### src/rtl/imem_fetch_arbiter.sv
// Instruction ROM arbiter: shares a synchronous ROM between the core fetch port (IF) and a
// debug/loader port (DBG). One transaction in flight, 1 read/cycle back-to-back, range and
// alignment faults, IF flush, and starvation-bounded fixed priority (IF high).
// Optional performance counters are built when IMEM_ARB_PERF_CNT_EN is defined.
`timescale 1ns/1ps

module imem_fetch_arbiter #(
  parameter logic [31:0] BASE_ADDR    = 32'h0100_0000,
  parameter int unsigned MEM_WORDS    = 1024,
  parameter int unsigned STARVE_LIMIT = 4
) (
  input  logic        clk,
  input  logic        rst_n,
  input  logic        if_req_valid,
  input  logic [31:0] if_req_addr,
  output logic        if_req_ready,
  output logic        if_rsp_valid,
  output logic [31:0] if_rsp_data,
  output logic        if_rsp_fault,
  input  logic        if_rsp_ready,
  input  logic        if_flush,
  input  logic        dbg_req_valid,
  input  logic [31:0] dbg_req_addr,
  output logic        dbg_req_ready,
  output logic        dbg_rsp_valid,
  output logic [31:0] dbg_rsp_data,
  output logic        dbg_rsp_fault,
  input  logic        dbg_rsp_ready,
  output logic        mem_rd,
  output logic [31:0] mem_addr,
  input  logic [31:0] mem_rdata
`ifdef IMEM_ARB_PERF_CNT_EN
  ,
  output logic [31:0] perf_if_reads,
  output logic [31:0] perf_dbg_reads,
  output logic [31:0] perf_conflicts
`endif
);

  localparam logic [31:0] MemBytes  = 32'(MEM_WORDS * 4);
  localparam logic [3:0]  StarveMax = 4'(STARVE_LIMIT);

  typedef enum logic {OwnIf, OwnDbg} owner_e;

  logic       pend_q, pend_d;
  owner_e     owner_q, owner_d;
  logic       fault_q, fault_d;
  logic [3:0] starve_q, starve_d;

  logic        if_active, dbg_active, slot_free, dbg_sel;
  logic        if_acc, dbg_acc, accept, legal;
  logic [31:0] offset;

  // Slot status, arbitration, ROM request and response steering.
  always_comb begin
    if_active     = pend_q && (owner_q == OwnIf);
    dbg_active    = pend_q && (owner_q == OwnDbg);
    if_rsp_valid  = if_active && !if_flush;
    dbg_rsp_valid = dbg_active;
    // Gated by rst_n so nothing is granted or read while reset is held.
    slot_free     = rst_n && (!pend_q || (if_rsp_valid && if_rsp_ready) ||
                              (dbg_rsp_valid && dbg_rsp_ready) || (if_active && if_flush));
    // DBG wins when IF is idle or DBG has hit its starvation bound.
    dbg_sel       = dbg_req_valid && (!if_req_valid || (starve_q == StarveMax));
    if_req_ready  = slot_free && !dbg_sel;
    dbg_req_ready = slot_free && dbg_sel;
    if_acc        = if_req_valid && if_req_ready;
    dbg_acc       = dbg_req_valid && dbg_req_ready;
    accept        = if_acc || dbg_acc;
    mem_addr      = dbg_sel ? dbg_req_addr : if_req_addr;
    offset        = mem_addr - BASE_ADDR;
    legal         = (mem_addr[1:0] == 2'b00) && (offset < MemBytes);
    mem_rd        = accept && legal;
    if_rsp_fault  = if_rsp_valid && fault_q;
    dbg_rsp_fault = dbg_rsp_valid && fault_q;
    if_rsp_data   = (if_rsp_valid && !fault_q) ? mem_rdata : 32'h0;
    dbg_rsp_data  = (dbg_rsp_valid && !fault_q) ? mem_rdata : 32'h0;
  end

  // Next-state for the slot and the DBG starvation counter.
  always_comb begin
    pend_d   = pend_q;
    owner_d  = owner_q;
    fault_d  = fault_q;
    starve_d = starve_q;
    if (accept) begin
      pend_d  = 1'b1;
      owner_d = dbg_sel ? OwnDbg : OwnIf;
      fault_d = !legal;
    end else if (slot_free) begin
      pend_d  = 1'b0;
    end
    if (!dbg_req_valid || dbg_acc) begin
      starve_d = 4'd0;
    end else if (starve_q != StarveMax) begin
      starve_d = starve_q + 4'd1;
    end
  end

  // Slot and starvation state registers.
  always_ff @(posedge clk or negedge rst_n) begin
    if (!rst_n) begin
      pend_q   <= 1'b0;
      owner_q  <= OwnIf;
      fault_q  <= 1'b0;
      starve_q <= 4'd0;
    end else begin
      pend_q   <= pend_d;
      owner_q  <= owner_d;
      fault_q  <= fault_d;
      starve_q <= starve_d;
    end
  end

`ifdef IMEM_ARB_PERF_CNT_EN
  logic [31:0] perf_if_q, perf_dbg_q, perf_conf_q;

  // Free-running event counters; wrap naturally at 2^32.
  always_ff @(posedge clk or negedge rst_n) begin
    if (!rst_n) begin
      perf_if_q   <= 32'd0;
      perf_dbg_q  <= 32'd0;
      perf_conf_q <= 32'd0;
    end else begin
      if (if_acc)                         perf_if_q   <= perf_if_q + 32'd1;
      if (dbg_acc)                        perf_dbg_q  <= perf_dbg_q + 32'd1;
      if (if_req_valid && dbg_req_valid)  perf_conf_q <= perf_conf_q + 32'd1;
    end
  end

  assign perf_if_reads  = perf_if_q;
  assign perf_dbg_reads = perf_dbg_q;
  assign perf_conflicts = perf_conf_q;
`endif

endmodule

### config.mk
export PLATFORM = sky130hd
export DESIGN_NAME = imem_fetch_arbiter
export DESIGN_NICKNAME = d
export VERILOG_FILES = /design/src/rtl/imem_fetch_arbiter.sv
export SDC_FILE = /design/constraint.sdc
export NUM_CORES = 1
export LEC_CHECK = 0
export ABC_AREA = 1
export CAP_MARGIN = 0
export CORE_AREA = 2 2 80 82
export DETAILED_ROUTE_END_ITERATION = 7
export DIE_AREA = 0 0 82 84
export PLACE_DENSITY = 0.9
export RECOVER_POWER = 50
export SLEW_MARGIN = 5
export SYNTH_ARGS = -nofsm -noshare
export SYNTH_HDL_FRONTEND = slang
export SYNTH_SLANG_ARGS = --single-unit
export TNS_END_PERCENT = 10
### constraint.sdc
create_clock -name clk -period 2.4 [get_ports clk]
set_input_delay 0.48 -clock clk [delete_from_list [all_inputs] [get_ports clk]]
set_output_delay 0.48 -clock clk [all_outputs]
set_load 0.1 [all_outputs]
Word level (Yosys, flattened, before mapping)
Index checks and enable logic that the tools add are counted.
{"block": "classes", "add_sub_neg": 2, "mul": 0, "n_div": 0, "order_cmp": 1, "eq_ne": 2, "shifts": 0, "muxes": 8, "bitwise": 1, "n_reduce_logical": 34}
{"cell": "$mux 32", "n": 3}
{"cell": "$lt 32x13->1 const B", "n": 1}
{"cell": "$sub 32x25->32 const B", "n": 1}
{"cell": "$logic_and 1x1->1", "n": 18}
{"cell": "$mux 4", "n": 2}
{"cell": "$logic_not 1->1", "n": 7}
{"cell": "$logic_or 1x1->1", "n": 6}
{"cell": "$add 4x1->4 const B", "n": 1}
{"cell": "$eq 4x3->1 const B", "n": 1}
{"cell": "$ne 4x3->1 const B", "n": 1}
{"cell": "$reduce_bool 2->1", "n": 2}
{"cell": "$mux 1", "n": 3}
{"cell": "$logic_not 2->1", "n": 1}
{"cell": "$not 1->1", "n": 1}
{"block": "totals", "regBits": 7, "latch_bits": 0, "mem_bits_rw": 0, "mem_bits_ro": 0, "inputBits": 103, "out_inout_bits": 103, "wordCells": 52, "mem_count": 0}

Depth between registers and ports, before layout
{"block": "depth", "depth_word": 12, "ltp_mapped": 14, "depth_no_buf": 14}

Least setup slack after synthesis
No wires, ideal clock.
{"block": "synth_timing", "path_type": "input port to output port", "startpoint": "input if_flush", "endpoint": "output if_rsp_data[10]", "t_arrival_ns": 4.598, "t_required_ns": 1.920, "path_slack_ns": -2.678, "path_stages": 4, "path_buffers": 1, "cell_sequence": "nor3_1 nand2_1 clkbuf_1 nor2_1"}
{"block": "synth_between", "elab_chain_cells": 4}
{"element": "from (decl)", "line": "21", "rtl": "input logic if_flush,"}
{"element": "$logic_not 1->1", "line": "58", "rtl": "if_rsp_valid = if_active && !if_flush;"}
{"element": "$logic_and 1x1->1", "line": "58"}
{"element": "$logic_and 1x1->1", "line": "76", "rtl": "if_rsp_data = (if_rsp_valid && !fault_q) ? mem_rdata : 32'h0;"}
{"element": "$mux 32", "line": "76"}
{"element": "to (decl)", "line": "18", "rtl": "output logic [31:0] if_rsp_data,"}
Every way passes these cells.

Worst setup path in the final report
{"block": "layout_timing", "startpoint": "register starve_q[0]", "endpoint": "output mem_rd"}
{"block": "layout_between", "elab_chain_cells": 8, "word_cells_on_any_way": 15, "cone_classes": "1 x add/sub; 1 x order compare; 1 x eq/ne; 1 x mux; 11 x reduce/logical"}
{"element": "from (decl)", "line": "48", "rtl": "logic [3:0] starve_q, starve_d;"}
{"element": "from (signal assigned)", "line": "111", "rtl": "starve_q <= starve_d;"}
{"element": "$eq 4x3->1 (*)", "line": "64", "rtl": "dbg_sel = dbg_req_valid && (!if_req_valid || (starve_q == StarveMax));"}
{"element": "$logic_or 1x1->1 (*)", "line": "64"}
{"element": "$logic_and 1x1->1 (*)", "line": "64"}
{"element": "$mux 32 or $logic_not 1->1 (tied branches)", "line": "70, 65"}
{"element": "$sub 32x25->32 or $logic_and 1x1->1 (tied branches)", "line": "71, 65"}
{"element": "$lt 32x13->1 or $logic_and 1x1->1 (tied branches)", "line": "72, 67"}
{"element": "$logic_and 1x1->1 or $logic_or 1x1->1 (tied branches)", "line": "72, 69"}
{"element": "$logic_and 1x1->1 (*)", "line": "73", "rtl": "mem_rd = accept && legal;"}
{"element": "to (decl)", "line": "29", "rtl": "output logic mem_rd,"}
Every way passes the cells marked *; elsewhere a longest branch is shown, timed or not.

==> flow_summary.toml <==
[drt]
wire_per_inst_um = 16.76
totalWireLength_um = 10150
vias = 2799
postRouteAntennaNets = 0
drt_iter0_markers = 118
viasPerCell = 4.619
drcViolationCount = 0
firstDrtPassIters = 4

[critical_path]
crit_buf_inv = 3
r2r-start = "starve_q[0]"
path_cells = "inv_2 > ha_4 > nand3_4 > nand2_8 > nand2_8 > nand2_1 > nand2_2 > nor2_2 > nand2_1 > nor2_2 > nand3_2 > clkinvlp_4 > buf_12"
cp_data_required_time_ns = 1.92
slowest_delay_ns = 0.40
ff2ff_setup_slack_ns = 0.15
startpoint = "starve_q[0]"
start_kind = "flop"
rr_worst_depth = 16
crit_type = "flop to output port"
endpoint_kind = "output port"
crit_family = "simple AND/OR/NAND/NOR gates"
crit_path_top_delay_cell = "dfrtp_1"
r2r-end = "fault_q"
cp.arrival_ns = 2.18
cp_max_fo = 13

[sta]
maxSlewHeadroom_pct = 60.85
rsz0062_at_grt = "true"
drv_slew = 0
hold_viol = 0
period_minus_slack_ns = 2.657
clock.fmax_mhz = 376.4
worst_slack_ns = -0.2567
clock_skew_ns = 0.001709
worstMarginPinSlew_ns = 0.5897
min_period_over_period_pct = 110.7
setup_viol_count_final = 1

[final_layout]
final_design_area_no_fill_sq_um = 5388
multi_input_area_sq_um = 1465
final_net_count = 635
drive_gt1_share_pct = 48.02
antenna_cells = 0
area_delta_synth_final_pct = 295.8
fillerInstances = 279
utilization_pct = 88.38
ff_latch_area_sq_um = 175.2

[global_route]
antenna_found_initial = 0
grt_max_degree = 19
grt.overflow.total = 0
grt_usage_pct = 29.23
grt_pass1_vias = 3005
grt_pass1_wl_um = 15350

[pwr]
ir_worst_vdd_uv = 302.1
power_leakage_nw = 2.408
power_density_nw_per_um2 = 315.2
intPower_w = 0.0007930
design_power_total_w = 0.001698
switching_share_pct = 53.31
switchingPower_w = 0.0009053
seqPwrFrac_pct = 9.2
p_comb_share_pct = 80.7
pwr-share-clk_pct = 10.1

[die]
io_pins = 206
row_count = 29
start_util_pct = 22.33
dieWidth_um = 82
die-area_sq_um = 6888
die_h_um = 84
core-area_sq_um = 6096

[min_path]
min_to = "pend_q"
hold_path_class = "flop to flop"
hold_path_depth = 2
worstHoldStart = "pend_q"

[cts]
clock_latency_ns = 0.23
ctsHtreeMaxLevel = 1
clk_path_buf_depth = 2
clock_sinks = 7
cts_buffers = 3
ctsHoldBuffers = 0
cts_tree = "yes"
clk_pin_slew_worst_paths_ns = 0.04
clock-root-buffer = "clkbuf_8"

[synthesis]
yosysWarningCount = 0
syn-cell-area_sq_um = 1361
synthCells = 287
ys_seq_elements = 7
seq_area_frac_synth_pct = 12.87
syn_nets = 392
ys_types = 24
syn_avg_cell_area_sq_um = 4.743

[placed_design]
dpl-instance-area_sq_um = 5353
pre_cts_ws_ns = -0.4792
gp_congestion = 0.8239
dp_hpwl_um = 8645
port-buffer-count = 205

[status]
violations = "setup timing"
status = "finished, violations left"

[job]
max-cap-violations = 0
logic make-up after synthesis:
kind of cell	after synthesis	share of synthesized area, %
compound gates	5	2.206
xor+xnor	2	1.287
fa+ha+maj	2	1.838
buf+inv	66	19.67
flops	7	12.87
simple gates	205	62.13
what timing repair did:
item,4_1_cts,5_1_grt
gates resized for setup,17,16
setup endpoints to repair,18,13
endpoints found under the hold margin,0,0
pin swaps,6,3
cloned,1,0
buffers inserted,2,3
final cells by class:
| type | count | area share, % |
|---|---|---|
| sequential | 7 | 3.251 |
| clock buffer | 4 | 0.8360 |
| inverter | 51 | 3.693 |
| tap | 77 | 1.788 |
| timing repair buffer | 252 | 63.24 |
| multi-input combinational | 215 | 27.19 |
worst max-delay path by stage:
stage / to / slack [ns] / depth (start not counted)
after floorplan: dbg_rsp_data[10] / -0.53 / 5
after global placement: mem_rd / -0.36 / 12
after detailed placement: mem_rd / -0.48 / 12
after CTS: mem_rd / -0.22 / 14
after global routing: mem_rd / -0.37 / 13
final: mem_rd / -0.26 / 13
power groups by stage:
stage	Combinational, W	Sequential [W]	Clock (W)
finish	0.00137	0.000157	0.000172
floorplan	0.000728	0.000152	0
detailed placement	0.00133	0.000155	0
CTS	0.00137	0.000155	0.000168
global route	0.00142	0.000159	0.000179
global placement	0.00130	0.000153	0
flip-flops by register name, summed over array words and instances, names as in the netlist:
name	flops
pend_q	1
fault_q	1
starve_q	4
owner_q	1
per-layer routing:
| layer | share of wire [%] | global-route usage [%] | wire length [um] | up-vias |
|---|---|---|---|---|
| li1 | - | - | - | 1328 |
| met1 | 31 | 26.91 | 3102 | 1240 |
| met2 | 56 | 57.35 | 5670 | 197 |
| met3 | 9.8 | 8.442 | 997 | 34 |
| met4 | 3.8 | 11.36 | 383 | 0 |
| met5 | 0 | 0 | 0 | - |
cells in the mapped netlist:
cell type,instances,area [sq um]
inv_1,51,191.4
or2_2,1,6.260
nor4_1,1,6.260
xor2_1,1,8.760
nand2_1,91,341.6
nor3_1,2,10.01
clkbuf_2,1,5.000
nand4_1,1,6.260
nand2_4,2,22.52
nand3_1,21,105.1
nor2_1,82,307.8
buf_1,1,3.750
o31ai_1,1,7.510
nand3_4,1,17.52
nand3b_1,3,22.52
clkbuf_1,8,30.03
buf_2,3,15.01
dfrtp_1,7,175.2
o21ai_1,1,5.000
a21oi_1,2,10.01
buf_6,2,22.52
o21a_1,1,7.510
xnor2_1,1,8.760
ha_1,2,25.02
cells in the final DEF, fill, tap and decap left out, drive strengths merged:
cell and count:
dfrtp 7, a21oi 2, nor3 2, nor2 82
o31ai 1, dlygate4sd2 2, clkbuf 11, nand4 1
buf 143, clkdlybuf4s50 98, dlygate4sd3 1, clkdlybuf4s15 1
inv 49, nor4 1, or2 1, nand3b 3
xor2 1, ha 2, o21a 1, nand3 22
xnor2 1, o21ai 1, clkinvlp 2, nand2 94
worst min-delay path, delay by kind of cell (launching register included):
kind / cells / cell delay (ns)
AND/OR/NAND/NOR: 2 / 0.13
flip-flops: 1 / 0.38
through the flow:
stage	instances	TNS (ns)	hold slack, ns
detailed placement	596	-1.442	0.5097
global route	606	-0.5073	0.5914
global placement	596	-0.4312	0.4933
finish	606	-0.2567	0.5400
floorplan	287	-30.83	0.1844
CTS	603	-0.2225	0.5278
No activity file was read; power rests on OpenSTA's default activity.
==> variant 1: new RTL, same flow settings <==
Put a register stage on the output `if_rsp_fault`, with the module's reset. The value now appears one clock later. The other outputs are not delayed to match.
--- a/src/rtl/imem_fetch_arbiter.sv
+++ b/src/rtl/imem_fetch_arbiter.sv
@@ -42,6 +42,8 @@
 
   typedef enum logic {OwnIf, OwnDbg} owner_e;
 
+  logic if_rsp_fault_d;
+
   logic       pend_q, pend_d;
   owner_e     owner_q, owner_d;
   logic       fault_q, fault_d;
@@ -71,7 +73,7 @@
     offset        = mem_addr - BASE_ADDR;
     legal         = (mem_addr[1:0] == 2'b00) && (offset < MemBytes);
     mem_rd        = accept && legal;
-    if_rsp_fault  = if_rsp_valid && fault_q;
+    if_rsp_fault_d = if_rsp_valid && fault_q;
     dbg_rsp_fault = dbg_rsp_valid && fault_q;
     if_rsp_data   = (if_rsp_valid && !fault_q) ? mem_rdata : 32'h0;
     dbg_rsp_data  = (dbg_rsp_valid && !fault_q) ? mem_rdata : 32'h0;
@@ -133,5 +135,13 @@
   assign perf_conflicts = perf_conf_q;
 `endif
 
+  always_ff @(posedge clk or negedge rst_n) begin
+    if (!rst_n) begin
+      if_rsp_fault <= '0;
+    end else begin
+      if_rsp_fault <= if_rsp_fault_d;
+    end
+  end
+
 endmodule
 
Behaviour: not the same (a bounded check fails within 4 cycles, from zero or initial values and one cycle with rst_n low).
==> variant 1 against the original RTL <==
The run still ends with negative setup slack left. Critical path depth is 1 higher. Register-to-register slack improved by 0.03 ns. Power is 5.2% higher. Worst hold slack got worse by 0.037 ns. Sequential cell count up 1. Sequential share of layout area rose by 0.26 points. Synthesized area rose by 1.6%. Cell count increased by 1.5%. Routed wire length up 27%. Design area rose by 5.9%. Worst setup slack got worse by 0.084 ns. First-iteration DRC count increased by 19%.
==> variant 1: results (changes against the original RTL) <==
grt_max_degree: 22  # +3
first_iter_violations: 140  # +19%
setup_viol: 22  # +21
vdd_drop_max_mv: 0.3243  # +7.4%
nets: 645  # +1.6%
dpl.hpwl_um: 9096  # +5.2%
first_pass_iters: 5  # +1
hold_path_class: "input port to flop"
fin_setup_tns_ns: -1.142  # -0.8855 ns
drt-total-wl_um: 12910  # +27%
place_congestion: 0.8833  # +7.2%
ys_types: 20  # -17%
syn_nets: 394  # +0.51%
yosys-top-cells-area: "nand2_1, nor2_1, dfrtp_1"
arrival_ns: 2.26  # +0.08 ns
synth_common_cells: "nand2_1, nor2_1, inv_1"
relSlewSlack: 0.2255  # -0.3830
violations: "negative setup slack"
status: "finished, violations left"
r2r_slack_ns: 0.18  # +0.03 ns
syn_avg_cell_area_sq_um: 4.784  # +0.86%
pre_cts_ws_ns: -0.3223  # +0.1569 ns
grt_pass1_wl_um: 16930  # +10%
fin_ws_ns: -0.3402  # -0.08357 ns
dp_cells: 598  # +0.34%
vias: 3089  # +10%
drive_above_1_share: 0.5260  # +0.04587
fin_skew_ns: 0.0008875  # -0.0008215 ns
fin_cells: 615  # +1.5%
-- variant 1: changes by cell type in the layout (fill, tap and decap cells not counted), sizes merged, moves of 2 or more --
cell / delta
clkbuf: -4
buf: +9
nor2: -2
nand2: +5
-- variant 1: metrics by stage --
step	cell area [sq um]	hold slack (ns)
finish	5705	0.5035
global placement	5369	0.4775
floorplan	1929	0.1844
global route	5705	0.5134
CTS	5600	0.5541
detailed placement	5369	0.5536
-- variant 1: worst register-to-register path, cell delays in order (launching register included) --
cell and delay (ns):
dfrtp_1 0.38, inv_2 0.08, ha_4 0.16, nand3_4 0.08, nand2_8 0.13, nand2_8 0.18, inv_2 0.06, nand2_1 0.10
nand2_2 0.09, nor2_2 0.10, nand2_1 0.07, nor2_1 0.16, nand3_2 0.14, buf_4 0.16, buf_4 0.12, nand2_1 0.06
inv_1 0.05
-- variant 1: area by class of cell --
| type | instances | area [sq um] | area share |
|---|---|---|---|
| repair buffers | 258 | 3550 | 0.6221 |
| multi-input cells | 217 | 1615 | 0.2831 |
| inverters | 52 | 202.7 | 0.03553 |
| flip-flops and latches | 8 | 200.2 | 0.03509 |
| well taps | 77 | 96.34 | 0.01689 |
| clock buffers | 3 | 41.29 | 0.007237 |
-- variant 1: final timing paths --
path	startpoint	end	cells after the start
min reg2reg	owner_q	if_rsp_fault	1
max	starve_q[0]	mem_rd	14
max reg2reg	starve_q[0]	fault_q	16
min in group asynchronous	rst_n	starve_q[2]	2
max in group asynchronous	rst_n	starve_q[3]	2
min	if_flush	if_rsp_fault	2
-- variant 1: routing by layer --
metal,vias to the layer above,global-route usage,share of wire
met1,1443,0.2939,0.30
met3,65,0.09632,0.10
met4,0,0.1364,0.055
li1,1349,-,-
met2,232,0.6371,0.54
met5,-,0,0
-- variant 1: repair_timing --
item	CTS	global route
gates resized for setup	31	18
setup endpoints to repair	42	45
pin swaps	9	7
setup buffers	6	4
cloned	3	1
-- variant 1: cell families after synthesis --
kind of cell,share of synthesized area
buffers and inverters,0.1919
adders and majority gates,0.01810
xor gates and xnor gates,0.01267
and+or+nand+nor,0.6127
DFF,0.1448
AOI/OAI and AO/OA,0.01990
-- variant 1: power breakdown --
group	switching (uW)	total, uW	internal (uW)
Sequential	21.8	174	153
Combinational	879	1440	560
Clock	64.1	174	110
==> variant 2: new RTL, config.mk and constraints unchanged <==
Made on the original files. `MEM_WORDS`: 1024 -> 512.
--- a/src/rtl/imem_fetch_arbiter.sv
+++ b/src/rtl/imem_fetch_arbiter.sv
@@ -6,7 +6,7 @@
 
 module imem_fetch_arbiter #(
   parameter logic [31:0] BASE_ADDR    = 32'h0100_0000,
-  parameter int unsigned MEM_WORDS    = 1024,
+  parameter int unsigned MEM_WORDS    = 512,
   parameter int unsigned STARVE_LIMIT = 4
 ) (
   input  logic        clk,
Behaviour: not the same (Yosys sat finds a counterexample within 4 cycles, from zero or initial values and one cycle with rst_n low).
==> variant 2 against the original RTL <==
The run still ends with negative setup slack left. Worst hold slack gained 0.13 ns. Sequential cell count is the same. Critical path depth is the same. Synthesized area shrank 0.55%. Die area is the same. Global-route usage grew 3.2 points. Combinational power grew 9%. Worst setup slack lost 0.053 ns. Design area grew 5.3%. Non-clock buffer count grew 12. Routed wire length grew 25%. Utilization grew 4.7 points. Power grew 7.7%. Sequential power grew 3%.
==> variant 2: results (changes against the original RTL) <==
status: "finished, violations left"
synth_adder_area_share: 0.01848  # +0.0001019
syn_nets: 389  # -0.77%
setup_viol: 12  # +11
max_stage_delay_ns: 0.41
vdd_drop_max_mv: 0.3060  # +1.3%
leakage_uw: 0.002502  # +3.9%
first_iter_violations: 128  # +8.5%
fin_skew_ns: 0.004520  # +0.002810 ns
place_congestion: 0.8525  # +3.5%
dp_cells: 599  # +0.50%
fin_cells: 616  # +1.7%
critPathTopFamily: "simple AND/OR/NAND/NOR gates"
numPortBuffers: 205  # unchanged
grt_use_total: 0.3245  # +0.03220
ys_types: 22  # -8.3%
netlist_instances: 284  # -1.0%
num-fill-cells: 208  # -25%
synth-xor-area-share: 0.01294  # +0.00007135
yosys-top-cells-area: "nand2_1, nor2_1, dfrtp_1"
grt_pass1_wl_um: 17190  # +12%
antennaDiodeCount: 0  # unchanged
arrival_ns: 2.23  # +0.05 ns
synthMuxAreaShare: 0  # unchanged
largest_register_ffs: 4  # unchanged
avgRoutedWirePerCell_um: 20.64  # +23%
relSlewSlack: 0.7250  # +0.1164
grt_pass1_vias: 3190  # +6.2%
dpl.hpwl_um: 9144  # +5.8%
seq_area_frac_synth: 0.1294  # +0.0007135
clock_latency_ns: 0.23  # about the same
vias: 3140  # +12%
path_max_fanout: 12  # -1
nets: 645  # +1.6%
synth_common_cells: "nand2_1, nor2_1, inv_1"
fin_ws_ns: -0.3094  # -0.05273 ns
synth_compound_area_frac: 0.02403  # +0.001971
cts_made_buffers: 3  # unchanged
grt_max_degree: 20  # +1
pre_cts_ws_ns: -0.4184  # +0.06081 ns
drive_above_1_share: 0.5195  # +0.03933
yosysWarnings: 0  # unchanged
first_pass_iters: 4  # unchanged
violations: "negative setup slack"
[variant 2: cell count changes after synthesis, moves of 2 or more]
cell      delta
nand3b_1     -2
nor2_1       +3
inv_1        -7
nand2_1      +4
buf_2        -2
buf_6        +2
[variant 2: final timing paths]
| check | end | cells past startpoint | slack [ns] | startpoint |
|---|---|---|---|---|
| worst min-delay path | starve_q[3] | 2 | 0.67 | starve_q[3] |
| max in group asynchronous | pend_q | 2 | 1.56 | rst_n |
| worst max-delay path | mem_rd | 13 | -0.31 | starve_q[1] |
| worst min register to register | starve_q[3] | 2 | 0.67 | starve_q[3] |
| worst max register to register | fault_q | 16 | 0.07 | starve_q[1] |
| min in group asynchronous | owner_q | 2 | 0.70 | rst_n |
[variant 2: repair_timing]
item | CTS | global route
buffers inserted | 7 | 5
cloned | 1 | 0
pin swaps | 9 | 9
hold buffers | 0 | 0
resized for setup | 14 | 10
endpoints found under the setup margin | 29 | 11
[variant 2: layer usage]
| layer | up-vias | wire length [um] | track usage |
|---|---|---|---|
| met5 | - | 0 | 0 |
| met4 | 0 | 902 | 0.1485 |
| met3 | 81 | 1153 | 0.08009 |
| met2 | 280 | 6953 | 0.6231 |
| met1 | 1429 | 3707 | 0.3095 |
| li1 | 1350 | - | - |
[variant 2: where the power goes]
part	total, uW	internal [uW]	switching (uW)	leakage, uW
combinational	1490	598	892	0.00239
sequential	162	135	27.1	0.0000867
clock	176	116	60.4	0.0000228
[variant 2: area by class of cell]
cell class | count | area share
flip-flops and latches | 7 | 0.03086
multi-input cells | 219 | 0.2831
well taps | 77 | 0.01698
inverters | 45 | 0.03108
clock buffers | 4 | 0.007937
repair buffers | 264 | 0.6301
[variant 2: cell families (layout without fill, tap and decap cells)]
family,Yosys count,after routing
simple gates,209,210
buf+inv,59,313
flops,7,7
compound gates,5,5
fa+ha+maj,2,2
xor+xnor,2,2
[variant 2: tightest hold or removal path: stages (launching register included)]
cell and delay, ns:
dfrtp_1 0.39, a21oi_1 0.09, nor2_1 0.14
[variant 2: per-stage QoR]
| stage | cell area (sq um) | TNS, ns |
|---|---|---|
| detailed placement | 5435 | -1.443 |
| global placement | 5435 | -0.6640 |
| CTS | 5604 | -0.1496 |
| floorplan | 1952 | -18.43 |
| global route | 5675 | -1.444 |
| finish | 5675 | -0.5040 |
